$ cat src/rtl/log2_frac_seq_pkg.sv
// Shared types and sizing helpers for the
// sequential fixed-point log2 unit.
package lau_pkg;

  typedef enum logic [0:0] {
    FAST,
    SLOW
  } speed_e;

  typedef enum logic [1:0] {
    IDLE,
    ITER,
    DONE
  } state_e;

  function automatic int z_w(input int w);
    return (w > 1) ? $clog2(w) : 1;
  endfunction

  function automatic int cnt_w(input int f);
    return (f > 0) ? $clog2(f + 1) : 1;
  endfunction

  function automatic int frac_w(input int f);
    return (f > 0) ? f : 1;
  endfunction

endpackage

$ cat src/rtl/log2_frac_seq_log2.sv
// Combinational integer log2: index of the
// highest set bit of A (0 when A is zero).
module Log2
  import lau_pkg::*;
#(
  parameter int     width = 8,
  parameter speed_e speed = FAST
) (
  input  logic [width-1:0]         A,
  output logic [z_w(width)-1:0]    Z
);

  localparam int ZW = z_w(width);

  if (speed == FAST) begin : g_fast
    // Top-down scan: first set bit from the MSB wins
    always_comb begin
      Z = '0;
      for (int i = width - 1; i >= 0; i--) begin
        if (A[i] && Z == '0) Z = ZW'(i);
      end
    end
  end else begin : g_slow
    // Bottom-up scan: last set bit seen wins
    always_comb begin
      Z = '0;
      for (int i = 0; i < width; i++) begin
        if (A[i]) Z = ZW'(i);
      end
    end
  end

endmodule

$ cat src/rtl/log2_frac_seq.sv
// Sequential log2: integer part from Log2,
// fraction by repeated mantissa squaring.
module log2_frac_seq
  import lau_pkg::*;
#(
  parameter int     width     = 8,
  parameter int     fracWidth = 4,
  parameter speed_e speed     = FAST
) (
  input  logic                          CLK,
  input  logic                          RST,
  input  logic [width-1:0]              A,
  input  logic                          AValid,
  output logic                          AReady,
  output logic [z_w(width)-1:0]         Z,
  output logic [frac_w(fracWidth)-1:0]  ZFrac,
  output logic                          ZZero,
  output logic                          ZValid,
  input  logic                          ZReady
);

  localparam int ZW = z_w(width);
  localparam int FW = frac_w(fracWidth);
  localparam int CW = cnt_w(fracWidth);
  localparam int SW = 2 * width;

  state_e            state_q, state_d;
  logic [width-1:0]  m_q, m_d;
  logic [ZW-1:0]     z_q, z_d;
  logic [FW-1:0]     zfrac_q, zfrac_d;
  logic              zzero_q, zzero_d;
  logic [CW-1:0]     cnt_q, cnt_d;

  logic [ZW-1:0]     lz;
  logic [ZW-1:0]     sh;
  logic [SW-1:0]     sq;
  logic [SW-1:0]     sqn;
  logic [width-1:0]  m_nxt;
  logic              fbit;

  Log2 #(
    .width (width),
    .speed (speed)
  ) u_log2 (
    .A (A),
    .Z (lz)
  );

  // One squaring step: renormalise S into [1,2) and emit a bit
  always_comb begin
    sh    = ZW'(width - 1) - lz;
    sq    = SW'(m_q) * SW'(m_q);
    fbit  = sq[SW-1];
    sqn   = fbit ? sq : (sq << 1);
    m_nxt = width'(sqn >> width);
  end

  // Next-state and datapath updates
  always_comb begin
    state_d = state_q;
    m_d     = m_q;
    z_d     = z_q;
    zfrac_d = zfrac_q;
    zzero_d = zzero_q;
    cnt_d   = cnt_q;
    unique case (state_q)
      IDLE: begin
        if (AValid) begin
          zfrac_d = '0;
          cnt_d   = CW'(fracWidth);
          if (A == '0) begin
            z_d     = '0;
            m_d     = '0;
            zzero_d = 1'b1;
            state_d = DONE;
          end else begin
            z_d     = lz;
            m_d     = A << sh;
            zzero_d = 1'b0;
            state_d = (fracWidth > 0) ? ITER : DONE;
          end
        end
      end
      ITER: begin
        m_d     = m_nxt;
        zfrac_d = (zfrac_q << 1) | FW'(fbit);
        cnt_d   = cnt_q - CW'(1);
        if (cnt_q == CW'(1)) state_d = DONE;
      end
      DONE: begin
        if (ZReady) state_d = IDLE;
      end
      default: state_d = IDLE;
    endcase
  end

  // State and datapath registers
  always_ff @(posedge CLK) begin
    if (RST) begin
      state_q <= IDLE;
      m_q     <= '0;
      z_q     <= '0;
      zfrac_q <= '0;
      zzero_q <= 1'b0;
      cnt_q   <= '0;
    end else begin
      state_q <= state_d;
      m_q     <= m_d;
      z_q     <= z_d;
      zfrac_q <= zfrac_d;
      zzero_q <= zzero_d;
      cnt_q   <= cnt_d;
    end
  end

  // Outputs decoded from state or taken straight from flops
  always_comb begin
    AReady = (state_q == IDLE);
    ZValid = (state_q == DONE);
    Z      = z_q;
    ZFrac  = zfrac_q;
    ZZero  = zzero_q;
  end

endmodule
$ cat config.mk
export PLATFORM = sky130hd
export DESIGN_NAME = log2_frac_seq
export DESIGN_NICKNAME = d
export VERILOG_FILES = /design/src/rtl/log2_frac_seq_pkg.sv /design/src/rtl/log2_frac_seq_log2.sv /design/src/rtl/log2_frac_seq.sv
export SDC_FILE = /design/constraint.sdc
export NUM_CORES = 1
export LEC_CHECK = 0
export CAP_MARGIN = 20
export CORE_MARGIN = 5
export CORE_UTILIZATION = 55
export DETAILED_ROUTE_END_ITERATION = 8
export GPL_ROUTABILITY_DRIVEN = 0
export PLACE_DENSITY = 0.86
export SETUP_SLACK_MARGIN = 0.2
export SLEW_MARGIN = 0
export SYNTH_ARGS = -nofsm -noshare
export SYNTH_HDL_FRONTEND = slang
export SYNTH_SLANG_ARGS = --single-unit
$ cat constraint.sdc
create_clock -name CLK -period 7.84 [get_ports CLK]
set_clock_uncertainty 0.05 [all_clocks]
set_input_delay 1.568 -clock CLK [delete_from_list [all_inputs] [get_ports CLK]]
set_output_delay 1.568 -clock CLK [all_outputs]
set_load 0.1 [all_outputs]
Yosys cells after proc, flatten, opt, wreduce, memory -nomap -nowiden. Cells that the tools add are included.

Register bits: 21. Input bits: 12. Output and inout bits: 10. Word-level logic and storage cells: 60.

Add/subtract/negate cells: 2. Multiply operators: 1. Eq/ne operators: 6. Shifts and indexed selects: 1. Mux-type cells: 23. Bitwise gates (word level): 1. Reduce and logical (&&, ||, !) cells: 20.

Operator list (number): $mux W3 (10); $logic_not A3 Y1 (7); $mul A8 B8 Y16 (1); $mux W16 (1); $mux W8 (2); $pmux W8 S2 (1); $logic_not A8 Y1 (1); $mux W2 (4); $pmux W4 S2 (1); $shl A8 B3 Y8 (1); $logic_and A1 B1 Y1 (7); $pmux W2 S3 (1); $pmux W3 S2 (1); $mux W4 (1); $ne A2 B2 Y1 const B (2); $or A4 B1 Y4 (1); $reduce_and A2 Y1 (2); $eq A3 B1 Y1 const B (1); $reduce_and A3 Y1 (1); $sub A3 B1 Y3 const B (1); $sub A3 B3 Y3 const A (1); $eq A2 B1 Y1 const B (1); $eq A2 B2 Y1 const B (1); $logic_not A2 Y1 (1); other kinds (3) (3).

Logic depth before layout (Yosys ltp). Gate-level depths: netlist of the first run.

Depth in word-level cells: 27. Depth in mapped cells: 19. Mapped depth without buffers: 17.

Modules after synthesis. Synthesis of the first run repeated with hierarchy kept, for this count alone.

Cell total of the unflattened synthesis: 362. Area total of the unflattened synthesis: 2921.6 µm².

By module, submodules not included: log2_frac_seq (times used 1, cells each 352, area an instance 2871.5 µm², seq. area each 420.4 µm²); Log2 (times used 1, cells each 10, area an instance 50.0 µm², seq. area each 0.0 µm²).

Worst setup path after synthesis of the first run. OpenSTA, ideal clock, no wires.

Kind: reg-to-reg. Start point: reg m_q[5]. End point: reg m_q[1]. Setup time: 0.145 ns. Arrival time: 4.477 ns. Data required time: 7.645 ns. Slack: 3.168 ns. Stages on the path, launching flop included: 17. Buffers on the path: 2. Clock period less this slack: 4.672 ns. Cell sequence: dfxtp_1 -> clkbuf_1 -> nand2_1 -> inv_1 -> fa_1 -> fa_1 -> fa_1 -> fa_1 -> ha_1 -> nand2_1 -> a211o_1 -> a31o_2 -> o31ai_4 -> xor2_2 -> buf_6 -> mux2i_1 -> a311oi_2.

Longest elaborated chain between the ends: 3.

RTL lines: start: declaration (line log2_frac_seq.sv:28) `logic [width-1:0] m_q, m_d;`; start signal: assignment (line log2_frac_seq.sv:108) `m_q <= m_d;`; $mul A8 B8 Y16 (line log2_frac_seq.sv:52) `sq = SW'(m_q) * SW'(m_q);`; $mux W16 (line log2_frac_seq.sv:54) `sqn = fbit ? sq : (sq << 1);`; $pmux W8 S2 (line log2_frac_seq.sv:66) `unique case (state_q)`.

No other way between the ends. A chain may end at the register's enable or synchronous reset.

Final worst setup path of the first run.
Start point: reg m_q[2]. End point: reg m_q[1].

Same word-level chain as after synthesis.

==> out/summary.md, run 1 <==
Xor/xnor share of the synthesized area: 0.0437. Synthesis produced a netlist whose cell count is 332. The async set-reset flop share out of synthesis was 0.

Clock-pin slew was measured on the worst setup and hold paths at 80 ps. The flow ran to the end, and the final reports show no timing, DRC or antenna violations. The count of final hold-check violations came out at 0.

The logs give 4820 um2 for the area of the placeable core and 0 for the post-CTS setup repair buffer count. The share of synthesized cell area in full adder, half adder and majority cells is 0.312, and the detailed-route vias per instance is 5.60. STA puts the critical path data required time at 7900 ps.

Cell seen most often among critical-path stages: sky130_fd_sc_hd__fa_1. The count of nets left with antenna violations once routing finished came out at 0. For the worst hold margin, the log shows 446 ps. Type of the setup path with the least slack: reg2reg. The cell sitting at the root of the clock tree is a sky130_fd_sc_hd__clkbuf_8. The run gives 0.151 as the sequential element share of the synthesized area. The number of global-route vias before repair was 2,359; the global route total overflow was 0. In this run the static leakage power is 1.46 nW.

Nature of the critical path startpoint: a register. The synthesized area is 2780 um2. Walking the worst path, the cells encountered are nand2_1 -> inv_1 -> fa_1 -> fa_1 -> fa_1 -> fa_1 -> ha_1 -> nand2_1 -> a211o_1 -> a31o_2 -> o31ai_4 -> xor2_2 -> mux2i_1 -> a311oi_2. The die is 81.1 um wide. The post-synthesis compound-gate area fraction was 0.177.

0 antenna diodes ended up in the layout. For this run, the detailed router's first-pass iteration total came to 4. The netlist uses 55 different library cells.

The share of Yosys cell area claimed by the top area cell type is 0.173. TritonCTS built the clock tree. The placement row count is 25.

In the post-synthesis netlist, the biggest area contributors are sky130_fd_sc_hd__fa_1 17%, sky130_fd_sc_hd__dfxtp_1 15%, sky130_fd_sc_hd__ha_1 14%. The number of resized instances in the post-cts repair step was 0. For this run, the leading register cell type out of synthesis is sky130_fd_sc_hd__dfxtp_1.

The initial antenna violation count was 0. The tools report the critical path capture point type as a register. Of all cell types, the one taking the most synthesized area is sky130_fd_sc_hd__fa_1.

The run gives 0.128 mV as the worst vdd rail ir drop. The largest fanout of any net on the critical path was 12. For the clock tree buffer depth, the log shows 2. The design draws 0.446 mW. The final setup violation count was 0; the filler cell count was 440. The tools report the total number of H-tree levels as 1. Static timing analysis puts the maximum clock frequency at 196 MHz.

The post-synthesis register bit count came out at 21. The number of design-rule violations left by the first detailed-router iteration is 164. The count of max-cap constraint violations is 0, and the post-synthesis area per instance is 8.37 um2. For the total DRC errors in the routed layout, the log shows 0. In the final layout, flip-flops and latches occupy 420 um2. Setup repair after global routing left no endpoint under its margin. The max-slew violation count was 0; the quantity of I/O buffers inserted on ports was 21. When the netlist entered floorplanning its net count stood at 399. The clock drives 21 sinks. The worst-path cell with the longest stage delay was sky130_fd_sc_hd__dfxtp_1. On the worst path, the slowest cell contributes a delay of 530 ps. The cell with the most instances after synthesis is sky130_fd_sc_hd__inv_1.

In this run, synthesis inferred 0 flip-flops with an integrated enable. Entering global routing, the biggest net connects 23 pins. The area taken by multi-input logic gates was 2120 um2; the via count was 2,285. The part of the cycle the worst path needs was 0.652; the all-layer global routing usage was 0.193.

The simple-gate area share of the yosys netlist was 0.200; the routed wirelength normalized by instance count was 13.9 um. The remaining max-slew budget at the tightest pin was 0.325; the transition time of the tightest slew-check pin was 1010 ps. The proportion of synthesized area in mux cells works out to 0.0297.

The tightest min-delay check is of the reg2reg type. The power density of the placed cells was 146 nW/um2; the worst path buffer plus inverter count was 1. The logs give 5.68 mm for the routed wire length and 0 ps for the summed negative setup slack over all endpoints. In this run, post-CTS hold repair placed 0 buffers. The minimum period implied by the final worst setup slack came out at 5110 ps. The clock latency on the worst-skew pair is 260 ps, and the synthesis-to-finish area growth is 9.50%. For the data arrival time at the worst-slack endpoint, the log shows 5170 ps. The first global-routing pass estimated 10.3 mm of wire. The share of final-layout standard cells stronger than drive strength 1 was 0.0469; the height of the chip was 81.1 um. Detailed placement finished with a half-perimeter wire length of 4.66 mm. By area, the combinational part of the netlist is dominated by adder cells.

In the final design database the tool counted 409 nets. After synthesis, the most frequently instantiated cells are 41 x sky130_fd_sc_hd__inv_1, 36 x sky130_fd_sc_hd__nor2_1, 31 x sky130_fd_sc_hd__ha_1, 24 x sky130_fd_sc_hd__fa_1, 22 x sky130_fd_sc_hd__nand2_1. The Yosys step of the flow raised 0 warnings. In this run the count of I/O pins placed on the die edge is 22.

The top cell family by delay on the critical path is adder cells. The number of buffers inserted during clock tree synthesis is 3, and the initial cell density of the core is 0.577. The total die area is 6570 um2.
## placed cells by master (no fill, tap or decap), drive strengths merged, types with 3 or more instances in the layout
cell type and instances:
a311oi 4, o21ai 10, a211oi 4, ha 31
dfxtp 21, or3 3, nand3 9, nand2 22
nor2 36, nand2b 4, nand3b 3, mux2i 6
o22ai 3, o21bai 5, nor3 6, clkdlybuf4s50 21
a22oi 4, fa 24, inv 41, and2 14
a21oi 12, a21o 4, clkbuf 3, xnor2 11
nor2b 4, o21a 3
## path summary, 6_finish.rpt
path	slack (ps)	depth (start not counted)	end	startpoint
hold reg to reg	450	2	cnt_q[1]	cnt_q[1]
hold / removal	450	2	cnt_q[1]	cnt_q[1]
setup / recovery	2730	14	m_q[1]	m_q[2]
setup reg to reg	2730	14	m_q[1]	m_q[2]
## cell type report
class / count / area share
clock buffers: 3 / 0.0136
clock inverters: 1 / 0.00164
inverters: 41 / 0.0506
multi-input cells: 253 / 0.697
flip-flops and latches: 21 / 0.138
well taps: 67 / 0.0275
repair buffers: 22 / 0.0715
## metrics by stage
| step | cells | cell area, um2 | utilization | setup slack (ps) |
|---|---|---|---|---|
| 3_3_place_gp | 404 | 3000 | 0.622 | 2900 |
| 3_5_place_dp | 404 | 3000 | 0.622 | 2720 |
| 2_1_floorplan | 332 | 2780 | - | 3170 |
| 4_1_cts | 408 | 3040 | 0.632 | 2690 |
| 6_report | 408 | 3040 | 0.632 | 2730 |
| 5_1_grt | 408 | 3040 | 0.632 | 2410 |
## cells by family (layout without fill, tap and decap cells)
family	Yosys count	count (layout)
simple gates	110	110
compound gates	67	67
buf+inv	58	67
fa+ha+maj	55	55
flops	21	21
xor+xnor	13	13
mux	8	8
## where the power goes
group / internal (mW) / switching, mW / total (mW)
registers: 0.117 / 0.0171 / 0.134
logic: 0.0992 / 0.141 / 0.240
clock network: 0.0354 / 0.0366 / 0.0720
total: 0.251 / 0.194 / 0.446
## registers in the layout, summed over array words and instances (netlist names)
| register | flops |
|---|---|
| ZZero | 1 |
| cnt_q | 3 |
| Z | 3 |
| m_q | 8 |
| ZFrac | 4 |
| state_q | 2 |
## routing by layer
| metal | wire, um | vias up | share of wire | GRT usage |
|---|---|---|---|---|
| li1 | - | 1147 | - | - |
| met1 | 2550 | 1097 | 0.45 | 0.252 |
| met4 | 38 | 0 | 0.0067 | 0.0338 |
| met5 | 0 | - | 0 | 0 |
| met2 | 2960 | 37 | 0.52 | 0.350 |
| met3 | 127 | 4 | 0.022 | 0.0155 |
## worst register-to-register path, stage by stage, from the launching register on
cell and delay (ps):
sky130_fd_sc_hd__dfxtp_1 530, sky130_fd_sc_hd__nand2_1 160, sky130_fd_sc_hd__inv_1 100, sky130_fd_sc_hd__fa_1 440
sky130_fd_sc_hd__fa_1 530, sky130_fd_sc_hd__fa_1 520, sky130_fd_sc_hd__fa_1 510, sky130_fd_sc_hd__ha_1 370
sky130_fd_sc_hd__nand2_1 70, sky130_fd_sc_hd__a211o_1 270, sky130_fd_sc_hd__a31o_2 270, sky130_fd_sc_hd__o31ai_4 250
sky130_fd_sc_hd__xor2_2 500, sky130_fd_sc_hd__mux2i_1 280, sky130_fd_sc_hd__a311oi_2 110
(Power assumes the default switching activity.)
==> run 2, diff against run 1 <==
- clock period: 7.84 -> 5.2 ns (I/O delays scaled with it)
==> run 2 against run 1 <==
  * Fmax grew 5.2%
  * Sequential share of layout area shrank 0.29 points
  * Wire length grew 5.1%
  * Flip-flop and latch count is the same
  * Critical path type unchanged
  * Critical endpoint is now m_q[4]
==> out/summary.md, run 2 (same netlist as run 1, synthesis figures left out) <==
HPWL reported at the end of detailed placement: 4.79 mm (+2.6%). Antenna diode count: 0 (unchanged). Setup repair after global routing left no endpoint under its margin. For the data required time of the worst path, the log shows 5310 ps (-2590 ps). The via count was 2,373 (+3.9%). The worst vdd rail ir drop is 0.153 mV (+20%). The worst register-to-register path begins at m_q[7].

Traced cell by cell, the critical path runs through and2_1 -> fa_1 -> fa_1 -> fa_1 -> fa_1 -> ha_4 -> nand2_1 -> a211o_1 -> a31o_4 -> o31ai_4 -> xor2_2 -> or3b_1 -> a311oi_1. The detailed-routing iteration count for the pre-antenna-repair pass was 4 (unchanged). The share of final-layout standard cells stronger than drive strength 1 is 0.108 (+0.0607). The logs give 0.346 (+0.0204) for the remaining max-slew budget at the tightest pin and 0 (unchanged) for the total DRC errors in the routed layout. The total number of H-tree levels was 1 (unchanged).

The die boundary width is 81.1 um (unchanged). The part of the cycle the worst path needs came out at 0.935 (+0.282). The initial antenna violation count is 0 (unchanged), and the largest fanout of any net on the critical path is 7 (-5). The tools report the initial cell density of the core as 0.577 (unchanged).

TritonCTS built the clock tree. The final setup violation count came out at 0 (unchanged). The transition time of the tightest slew-check pin was 978 ps (-30.6 ps). The height of the chip was 81.1 um (unchanged); the number of design-rule violations left by the first detailed-router iteration was 173 (+5.5%).

The top cell family by delay on the critical path was adder cells. The final design utilization is 0.665 (+0.0330). Number of hold buffers added after CTS: 0 (unchanged). The post-placement worst setup slack was 173 ps (-2540 ps); the minimum period implied by the final worst setup slack was 4860 ps (-254 ps).

The routed wirelength normalized by instance count is 14.2 um (+2.1%). Quantity of I/O buffers inserted on ports: 21 (unchanged). Tracing the worst setup path back leads to its startpoint at m_q[7]. For the final critical-path setup slack, the log shows 339 ps (-2390 ps). The library cells used most frequently in the layout, excluding fill and tap cells, are 40 x sky130_fd_sc_hd__inv_1, 36 x sky130_fd_sc_hd__nor2_1, 29 x sky130_fd_sc_hd__ha_1. Summed negative setup slack over all endpoints: 0 ps (unchanged).

The logs give 4820 um2 (unchanged) for the area of the placeable core and 206 MHz (+5.2%) for the maximum operating frequency. The all-layer global routing usage is 0.192 (-0.00102), and the number of clock sinks seen by CTS is 21 (unchanged). The most common cell after layout, fill and taps aside was sky130_fd_sc_hd__inv_1. The logs give 406 (-7.7%) for the filler cell count and 0 (unchanged) for the count of max-cap constraint violations.

Total die area: 6570 um2 (unchanged). More flip-flops sit in one register than any other, and that register is m_q. The tools report the global route total overflow as 0 (unchanged). The worst setup path is of the reg2reg kind.

In this run the worst setup path terminates at m_q[4]. The cell leakage power was 1.52 nW (+4.2%). The total power of the final layout is 0.724 mW (+62%). The tools report the clock latency on the worst-skew pair as 260 ps (about the same).

For the routed wire length, the log shows 5.97 mm (+5.1%). The largest net degree at the start of global routing came out at 23 (unchanged). The worst-path cell with the longest stage delay was sky130_fd_sc_hd__fa_1. The worst path buffer plus inverter count is 0 (-1). The net count of the finished layout was 421 (+2.9%). STA classifies the critical path endpoint as a register. The number of global-route vias before repair was 2,334 (-1.1%); the wire length of the first global-routing pass was 10.1 mm (-1.9%). The tools report the placement row count as 25 (unchanged). The detailed-route vias per instance works out to 5.65 (+0.88%).

The data arrival time at the worst-slack endpoint was 4970 ps (-200 ps); the synthesis-to-finish area growth was 15.2%. The remaining antenna violation count is 0 (unchanged). The worst hold path belongs to the class reg2reg.

The root buffer cell was sky130_fd_sc_hd__clkbuf_8. The delay of the slowest cell on the worst path is 560 ps (+30 ps). The number of buffers inserted during clock tree synthesis was 3 (unchanged).

The tools report the worst hold margin as 443 ps (-2.97 ps). For the max-slew violation count, the log shows 0 (unchanged). The number of top-level pins is 22 (unchanged).

The depth of the worst register-to-register path came out at 13 (-1). The worst setup path is launched from a register. The power density of the placed cells works out to 226 nW/um2 (+54%). For the count of final hold-check violations, the log shows 0 (unchanged). The depth of the critical timing path with buffers and inverters included was 13 (-1).

The flow ran to the end, and the final reports show no timing, DRC or antenna violations. The tools report the clock tree buffer depth as 2 (unchanged). The capture point of the worst reg-to-reg path is m_q[4]. The flip-flop count of the largest register after layout was 8 (unchanged). The tools report the area taken by multi-input logic gates as 2180 um2 (+3.0%).

The logs give 340 ps (-2390 ps) for the flop-to-flop setup slack and 433 um2 (+3.0%) for the sequential cell area. The clock transition time at the flip-flop clock pins of the worst setup and hold paths works out to 80 ps (about the same). In this design, the critical path's most frequently occurring cell is sky130_fd_sc_hd__fa_1.
run 2: how the worst min path moves through the flow:
stage	slack (ps)	end	depth (start not counted)	start
3_5_place_dp	430	cnt_q[1]	2	cnt_q[1]
3_3_place_gp	420	cnt_q[1]	2	cnt_q[1]
5_1_grt	460	cnt_q[1]	2	cnt_q[1]
2_1_floorplan	400	cnt_q[1]	2	cnt_q[1]
6_report	440	cnt_q[1]	2	cnt_q[1]
4_1_cts	450	cnt_q[1]	2	cnt_q[1]
run 2: report_power, final:
group | switching (mW) | internal (mW)
clock | 0.0568 | 0.0535
combinational | 0.237 | 0.182
sequential | 0.0165 | 0.177
run 2: tightest hold or removal path, cell delays in order (launching register included):
cell	delay (ps)
sky130_fd_sc_hd__dfxtp_1	330
sky130_fd_sc_hd__a21oi_1	60
sky130_fd_sc_hd__nor2_1	70
run 2: area by class of cell:
type,instances,area share
sequential,21,0.135
tap,67,0.0262
inverter,41,0.0481
multi-input combinational,254,0.682
clock inverter,1,0.00156
timing repair buffer,33,0.0938
clock buffer,3,0.0129
run 2: per-layer routing:
layer  global-route usage  wire, um  vias to the layer above  part of all wire
met2                0.358      3110                       59              0.52
met3               0.0177       217                       10             0.036
met5                    0         0                        -                 0
met4               0.0507        83                        0             0.014
met1                0.234      2560                     1141              0.43
li1                     -         -                     1163                 -
run 2: what timing repair did:
item / in CTS / in global routing
endpoints found under the setup margin: 4 / 9
pin swaps: 0 / 9
buffers inserted: 0 / 6
gates resized for setup: 1 / 13
gates cloned: 0 / 1
run 2: metrics by stage:
step,cell area (um2),cells
5_1_grt,3200,420
6_report,3200,420
2_1_floorplan,2780,332
4_1_cts,3090,413
3_3_place_gp,3030,409
3_5_place_dp,3030,409
